==> config.mk <==
export PLATFORM = sky130hd
export DESIGN_NAME = div_unit
export DESIGN_NICKNAME = d
export VERILOG_FILES = /design/src/rtl/div_pkg.sv /design/src/rtl/div_step.sv /design/src/rtl/div_unit.sv
export SDC_FILE = /design/constraint.sdc
export NUM_CORES = 1
export LEC_CHECK = 0
export CAP_MARGIN = 20
export CELL_PAD_IN_SITES_DETAIL_PLACEMENT = 0
export CELL_PAD_IN_SITES_GLOBAL_PLACEMENT = 1
export CORE_MARGIN = 3
export CORE_UTILIZATION = 41
export DETAILED_ROUTE_END_ITERATION = 6
export GPL_ROUTABILITY_DRIVEN = 0
export PLACE_DENSITY_LB_ADDON = 0.25
export SYNTH_ARGS = -nofsm -noshare
export SYNTH_HDL_FRONTEND = slang
export SYNTH_HIERARCHICAL = 1
export SYNTH_SLANG_ARGS = --single-unit
==> constraint.sdc <==
create_clock -name clk -period 3.4 [get_ports clk]
set_input_delay 0.68 -clock clk [delete_from_list [all_inputs] [get_ports clk]]
set_output_delay 0.68 -clock clk [all_outputs]
set_load 0.01 [all_outputs]
==> src/rtl/div_pkg.sv <==
// Shared types and constants for the iterative restoring divider.
package div_pkg;

    localparam int DIV_DATA_WIDTH = 32;
    localparam int DIV_CNT_WIDTH  = $clog2(DIV_DATA_WIDTH);

    typedef enum logic [1:0] {
        IDLE = 2'd0,
        CALC = 2'd1,
        FIX  = 2'd2,
        DONE = 2'd3
    } div_state_e;

    // Counter width for an arbitrary operand width (at least one bit).
    function automatic int cnt_width(input int width);
        return (width > 1) ? $clog2(width) : 1;
    endfunction

endpackage

==> src/rtl/div_step.sv <==
// One restoring-division iteration: shift {remainder, quotient} left, trial-subtract,
// keep the difference and set the quotient LSB when it is non-negative.
module div_step #(
    parameter int DATA_WIDTH = 32
) (
    input  logic [DATA_WIDTH:0]   rem_in,
    input  logic [DATA_WIDTH-1:0] quo_in,
    input  logic [DATA_WIDTH-1:0] div_mag,
    output logic [DATA_WIDTH:0]   rem_out,
    output logic [DATA_WIDTH-1:0] quo_out
);

    logic [DATA_WIDTH+1:0] shifted;
    logic [DATA_WIDTH+1:0] diff;

    assign shifted = {rem_in, quo_in[DATA_WIDTH-1]};
    // One guard bit above the partial remainder gives the sign of the trial result.
    assign diff    = shifted - {2'b00, div_mag};

    always_comb begin
        rem_out = shifted[DATA_WIDTH:0];
        quo_out = {quo_in[DATA_WIDTH-2:0], 1'b0};
        if (!diff[DATA_WIDTH+1]) begin
            rem_out = diff[DATA_WIDTH:0];
            quo_out = {quo_in[DATA_WIDTH-2:0], 1'b1};
        end
    end

endmodule

==> src/rtl/div_unit.sv <==
// Iterative radix-2 restoring divider for DIV/DIVU (quotient -> LO, remainder -> HI).
// Signed support is compiled in when DIV_SIGNED_EN is defined; otherwise all divides are unsigned.
module div_unit
    import div_pkg::*;
#(
    parameter int DATA_WIDTH = DIV_DATA_WIDTH
) (
    input  logic                  clk,
    input  logic                  rst,
    input  logic                  start,
    input  logic                  sign,
    input  logic                  cancel,
    input  logic [DATA_WIDTH-1:0] dividend,
    input  logic [DATA_WIDTH-1:0] divisor,
    output logic                  busy,
    output logic                  done,
    output logic [DATA_WIDTH-1:0] quotient,
    output logic [DATA_WIDTH-1:0] remainder
);

    localparam int CNT_WIDTH = cnt_width(DATA_WIDTH);
    localparam logic [CNT_WIDTH-1:0] CNT_LAST = CNT_WIDTH'(DATA_WIDTH - 1);

    div_state_e state_reg, state_next;

    logic [CNT_WIDTH-1:0]  cnt_reg;
    logic [DATA_WIDTH:0]   rem_reg;
    logic [DATA_WIDTH-1:0] quo_reg;
    logic [DATA_WIDTH-1:0] div_reg;
    logic [DATA_WIDTH-1:0] quotient_reg;
    logic [DATA_WIDTH-1:0] remainder_reg;

    logic [DATA_WIDTH:0]   rem_step;
    logic [DATA_WIDTH-1:0] quo_step;
    logic [DATA_WIDTH-1:0] dividend_mag;
    logic [DATA_WIDTH-1:0] divisor_mag;
    logic                  accept;

    assign accept = (state_reg == IDLE) && start && !cancel;

`ifdef DIV_SIGNED_EN
    logic qneg_reg, rneg_reg;
    logic qneg_in, rneg_in;

    always_comb begin
        dividend_mag = dividend;
        divisor_mag  = divisor;
        if (sign && dividend[DATA_WIDTH-1]) dividend_mag = (~dividend) + DATA_WIDTH'(1);
        if (sign && divisor[DATA_WIDTH-1])  divisor_mag  = (~divisor) + DATA_WIDTH'(1);
    end

    // Divide by zero must yield all ones, so the quotient is never negated in that case.
    assign qneg_in = sign && (dividend[DATA_WIDTH-1] ^ divisor[DATA_WIDTH-1]) && (divisor != '0);
    assign rneg_in = sign && dividend[DATA_WIDTH-1];
`else
    logic unused_sign;

    assign unused_sign  = sign;
    assign dividend_mag = dividend;
    assign divisor_mag  = divisor;
`endif

    div_step #(
        .DATA_WIDTH(DATA_WIDTH)
    ) u_step (
        .rem_in (rem_reg),
        .quo_in (quo_reg),
        .div_mag(div_reg),
        .rem_out(rem_step),
        .quo_out(quo_step)
    );

    always_comb begin
        state_next = state_reg;
        case (state_reg)
            IDLE:    if (start) state_next = CALC;
            CALC:    if (cnt_reg == CNT_LAST) state_next = FIX;
            FIX:     state_next = DONE;
            DONE:    state_next = IDLE;
            default: state_next = IDLE;
        endcase
        if (cancel) state_next = IDLE;
    end

    always_ff @(posedge clk) begin
        if (rst) begin
            state_reg     <= IDLE;
            cnt_reg       <= '0;
            rem_reg       <= '0;
            quo_reg       <= '0;
            div_reg       <= '0;
            quotient_reg  <= '0;
            remainder_reg <= '0;
        end else begin
            state_reg <= state_next;
            if (accept) begin
                cnt_reg <= '0;
                rem_reg <= '0;
                quo_reg <= dividend_mag;
                div_reg <= divisor_mag;
            end else if (state_reg == CALC) begin
                cnt_reg <= cnt_reg + CNT_WIDTH'(1);
                rem_reg <= rem_step;
                quo_reg <= quo_step;
            end
            if (state_reg == FIX && !cancel) begin
`ifdef DIV_SIGNED_EN
                quotient_reg  <= qneg_reg ? (~quo_reg) + DATA_WIDTH'(1) : quo_reg;
                remainder_reg <= rneg_reg ? (~rem_reg[DATA_WIDTH-1:0]) + DATA_WIDTH'(1)
                                          : rem_reg[DATA_WIDTH-1:0];
`else
                quotient_reg  <= quo_reg;
                remainder_reg <= rem_reg[DATA_WIDTH-1:0];
`endif
            end
        end
    end

`ifdef DIV_SIGNED_EN
    always_ff @(posedge clk) begin
        if (rst) begin
            qneg_reg <= 1'b0;
            rneg_reg <= 1'b0;
        end else if (accept) begin
            qneg_reg <= qneg_in;
            rneg_reg <= rneg_in;
        end
    end
`endif

    assign busy      = (state_reg != IDLE);
    assign done      = (state_reg == DONE);
    assign quotient  = quotient_reg;
    assign remainder = remainder_reg;

endmodule

==> out/summary.md <==
The shortest period the worst path allows was 3.26 ns; the iteration count of the initial detailed-routing pass was 4. In the routed layout, each cell is associated on average with a via count of 4.97. The number of cells on the worst hold path came out at 2. In this run the static leakage power is 4.23 nW. The worst hold-check path type was flop to flop. After synthesis, the mean cell area works out to 8.51 sq um. The count of buffers added on input and output ports is 133. The power density over the cells is 565 nW/um^2. Across all layers, the routed design uses 7095 vias. In the synthesized netlist the async set-or-reset flop fraction comes to 0%.

The height of the die was 153 um; the required time reported for the critical path endpoint was 3.71 ns. For the count of distinct cell types in the synthesized netlist, the log shows 57. The leftover overflow at the end of global routing was 0; the post-route setup TNS was 0 ns.

The run gives 0 as the max-slew violation count. Cells with a size suffix above 1 make up 13.6% of the layout. In the final design database the tool counted 1250 nets.

For this run, the total global-route usage over all layers was measured as 17.0%. The count of flip-flops with a built-in enable after synthesis was 0. The H-tree was split into 4 levels. The antenna diode instance count is 0, and the tightest slew margin relative to the limit is 42.5%. The initialized floorplan defines 53 standard-cell rows. The via count of the first global-routing pass is 6667. The flip-flop count of the largest register after layout came out at 33.

After detailed routing, the average wire length per cell comes to 14.6 um. Entering global routing, the biggest net connects 99 pins. VDD sags by at most 0.473 mV.

The largest incremental delay on the critical path is 0.38 ns, and the cell area after synthesis is 8900 sq um. The library cell used most frequently in the layout, excluding fill and tap cells, is nand2_1. For this block, the routed nets add up to 20900 um of wire.

The top cell types in the final layout, fill and taps aside, are nand2_1 (209), dfxtp_1 (160), clkdlybuf4s50_1 (132). The count of unresolved DRC violations after routing is 0, and the clock input transition at the sequential cells of the worst setup and hold paths is 0.07 ns. 135 I/O pins were placed. Synthesis inferred 168 register bits. Number of DRC markers in iteration 0: 377. Of the synthesized area, sequential elements account for 37.8%.

The critical path startpoint category was a flop. Across the run, the number of max-cap violations was 0. Final setup skew: 0.00934 ns.

The tools report the number of buffers on the longest clock path as 2. Clock tree synthesis selected as its root buffer the cell clkbuf_16. Derived from the worst setup path, the maximum achievable clock frequency is 307 MHz.

Walking the worst path, the cells encountered are inv_2 > ha_4 > and3_4 > or3b_4 > a211oi_4 > o31ai_2 > and3_4 > o31ai_4 > xor2_4 > buf_12 > buf_8 > mux2_1 > mux2i_1 > nor2_1. The run finished with clean final reports. The detail route stage leaves a number of antenna-violating nets equal to 0. The tools report the total clock buffers created by CTS as 17.

The cell count after synthesis came out at 1046. Maximum fanout count along the critical path: 7. For this run, the number of Yosys warnings is 6. The worst register-to-register path has a depth of 14. The largest individual stage delay along the critical path comes from the cell or3b_4. CTS saw 168 sinks. The effective utilization at floorplan is 42.1%, and the share of the clock period used by the worst path is 96.0%. For the pin with the worst max-slew slack, the measured transition is 0.863 ns. The critical path in this run is classified as flop to flop. The cell seen most often among critical-path stages was and3_4. For the worst setup path, the data arrival time is 3.57 ns. The first global-routing pass estimated 33600 um of wire. The run gives 0 as the final hold violation count. Category of the worst setup path capture point: a flop.

The run gives 6.33 mW as the total power of the final layout. The post-synth net total was 1155. The area overhead of the layout relative to synthesis is 25.8%.

The count of endpoints failing setup in the final report came out at 0. The region available for standard cell placement spans 21200 sq um. For this run, the leading register cell type out of synthesis is dfxtp_1.

The die covers 23500 sq um. Initial antenna violation count: 0. TritonCTS built the clock tree. The clock reaches the later pin of the worst-skew pair after 0.44 ns. Detailed placement ended at an HPWL of 13800 um.

The die is 153 um wide.
cell type report:
| class | count | area [sq um] |
|---|---|---|
| flip-flops and latches | 168 | 3370 |
| well taps | 275 | 344 |
| clock buffers | 17 | 425 |
| multi-input cells | 741 | 5000 |
| inverters | 40 | 150 |
| clock inverters | 15 | 154 |
| repair buffers | 173 | 1750 |
| fillers | 2013 | 9960 |
cells in the mapped netlist (2+ instances only):
cell type | number | area [sq um]
a211oi_1 | 7 | 52.6
a211oi_2 | 32 | 400
a21o_1 | 25 | 188
a21oi_1 | 126 | 631
a31o_1 | 2 | 17.5
a31o_2 | 2 | 17.5
a31oi_1 | 2 | 12.5
and3_1 | 2 | 12.5
buf_2 | 29 | 145
buf_4 | 46 | 345
buf_6 | 4 | 45.0
clkbuf_1 | 17 | 63.8
dfxtp_1 | 168 | 3360
ha_1 | 39 | 488
inv_1 | 40 | 150
mux2_1 | 20 | 225
mux2_2 | 4 | 45.0
mux2i_1 | 70 | 701
nand2_1 | 209 | 785
nand2b_1 | 4 | 25.0
nand3_1 | 2 | 10.0
nand4_1 | 7 | 43.8
nor2_1 | 88 | 330
nor2b_1 | 9 | 56.3
nor3_1 | 6 | 30.0
o211ai_1 | 2 | 15.0
o21a_1 | 5 | 37.5
o21ai_0 | 13 | 65.1
o21bai_1 | 3 | 22.5
o31ai_1 | 5 | 37.5
or3b_1 | 2 | 17.5
xnor2_1 | 20 | 175
xor2_1 | 12 | 105
per-layer routing:
layer,GRT usage [%],part of all wire [%],up-vias
li1,-,-,3709
met1,24.0,50,3239
met2,26.7,45,131
met3,3.09,3.4,16
met4,4.92,1.2,0
met5,0,0,-
worst paths after layout:
kind | slack, ns | start | to
setup reg to reg | 0.14 | div_reg[8]$_SDFFE_PP0P_ | rem_reg[10]$_SDFFE_PP0P_
setup / recovery | 0.14 | div_reg[8]$_SDFFE_PP0P_ | rem_reg[10]$_SDFFE_PP0P_
hold reg to reg | 0.45 | remainder[2]$_SDFFE_PP0P_ | remainder[2]$_SDFFE_PP0P_
hold / removal | 0.45 | remainder[2]$_SDFFE_PP0P_ | remainder[2]$_SDFFE_PP0P_
cells by family (layout without fill, tap and decap cells):
| kind of cell | Yosys count | in the layout | synth area share, % |
|---|---|---|---|
| and+or+nand+nor | 341 | 341 | 16.0 |
| AOI/OAI and AO/OA | 234 | 234 | 17.9 |
| DFF | 168 | 168 | 37.8 |
| buffers and inverters | 137 | 245 | 8.51 |
| muxes | 94 | 94 | 10.9 |
| adders and majority gates | 40 | 40 | 5.71 |
| xor gates and xnor gates | 32 | 32 | 3.15 |
power by group:
part	internal [mW]	total, mW	switching (mW)
Combinational	1.25	2.30	1.05
Clock	0.979	1.91	0.930
Sequential	2.05	2.12	0.0685
critical path: cells and delay by family (launching register included):
family / cells / cell delay [ns]
and+or+nand+nor: 4 / 0.83
AOI/OAI and AO/OA: 3 / 0.65
muxes: 2 / 0.44
DFF: 1 / 0.34
buffers and inverters: 3 / 0.33
adders and majority gates: 1 / 0.28
xor gates and xnor gates: 1 / 0.26
through the flow:
stage | instance area, sq um | std cells | hold WS, ns | setup WS, ns | util [%]
2_1_floorplan | 8900 | 1046 | 0.436 | 0.400 | -
3_3_place_gp | 10300 | 1382 | 0.441 | 0.118 | 48.5
3_5_place_dp | 10300 | 1382 | 0.446 | 0.107 | 48.5
4_1_cts | 10800 | 1414 | 0.455 | 0.0885 | 51.3
5_1_grt | 11200 | 1429 | 0.470 | -0.0158 | 52.9
6_report | 11200 | 1429 | 0.453 | 0.138 | 52.9
timing repair:
| action | in CTS | in global routing |
|---|---|---|
| setup buffers | 0 | 14 |
| endpoints found under the setup margin | 0 | 25 |
| hold buffers | 0 | 0 |
| endpoints found under the hold margin | 0 | 0 |
| gates resized for setup | 0 | 44 |
Note: power is estimated with default switching activity, not from simulation.
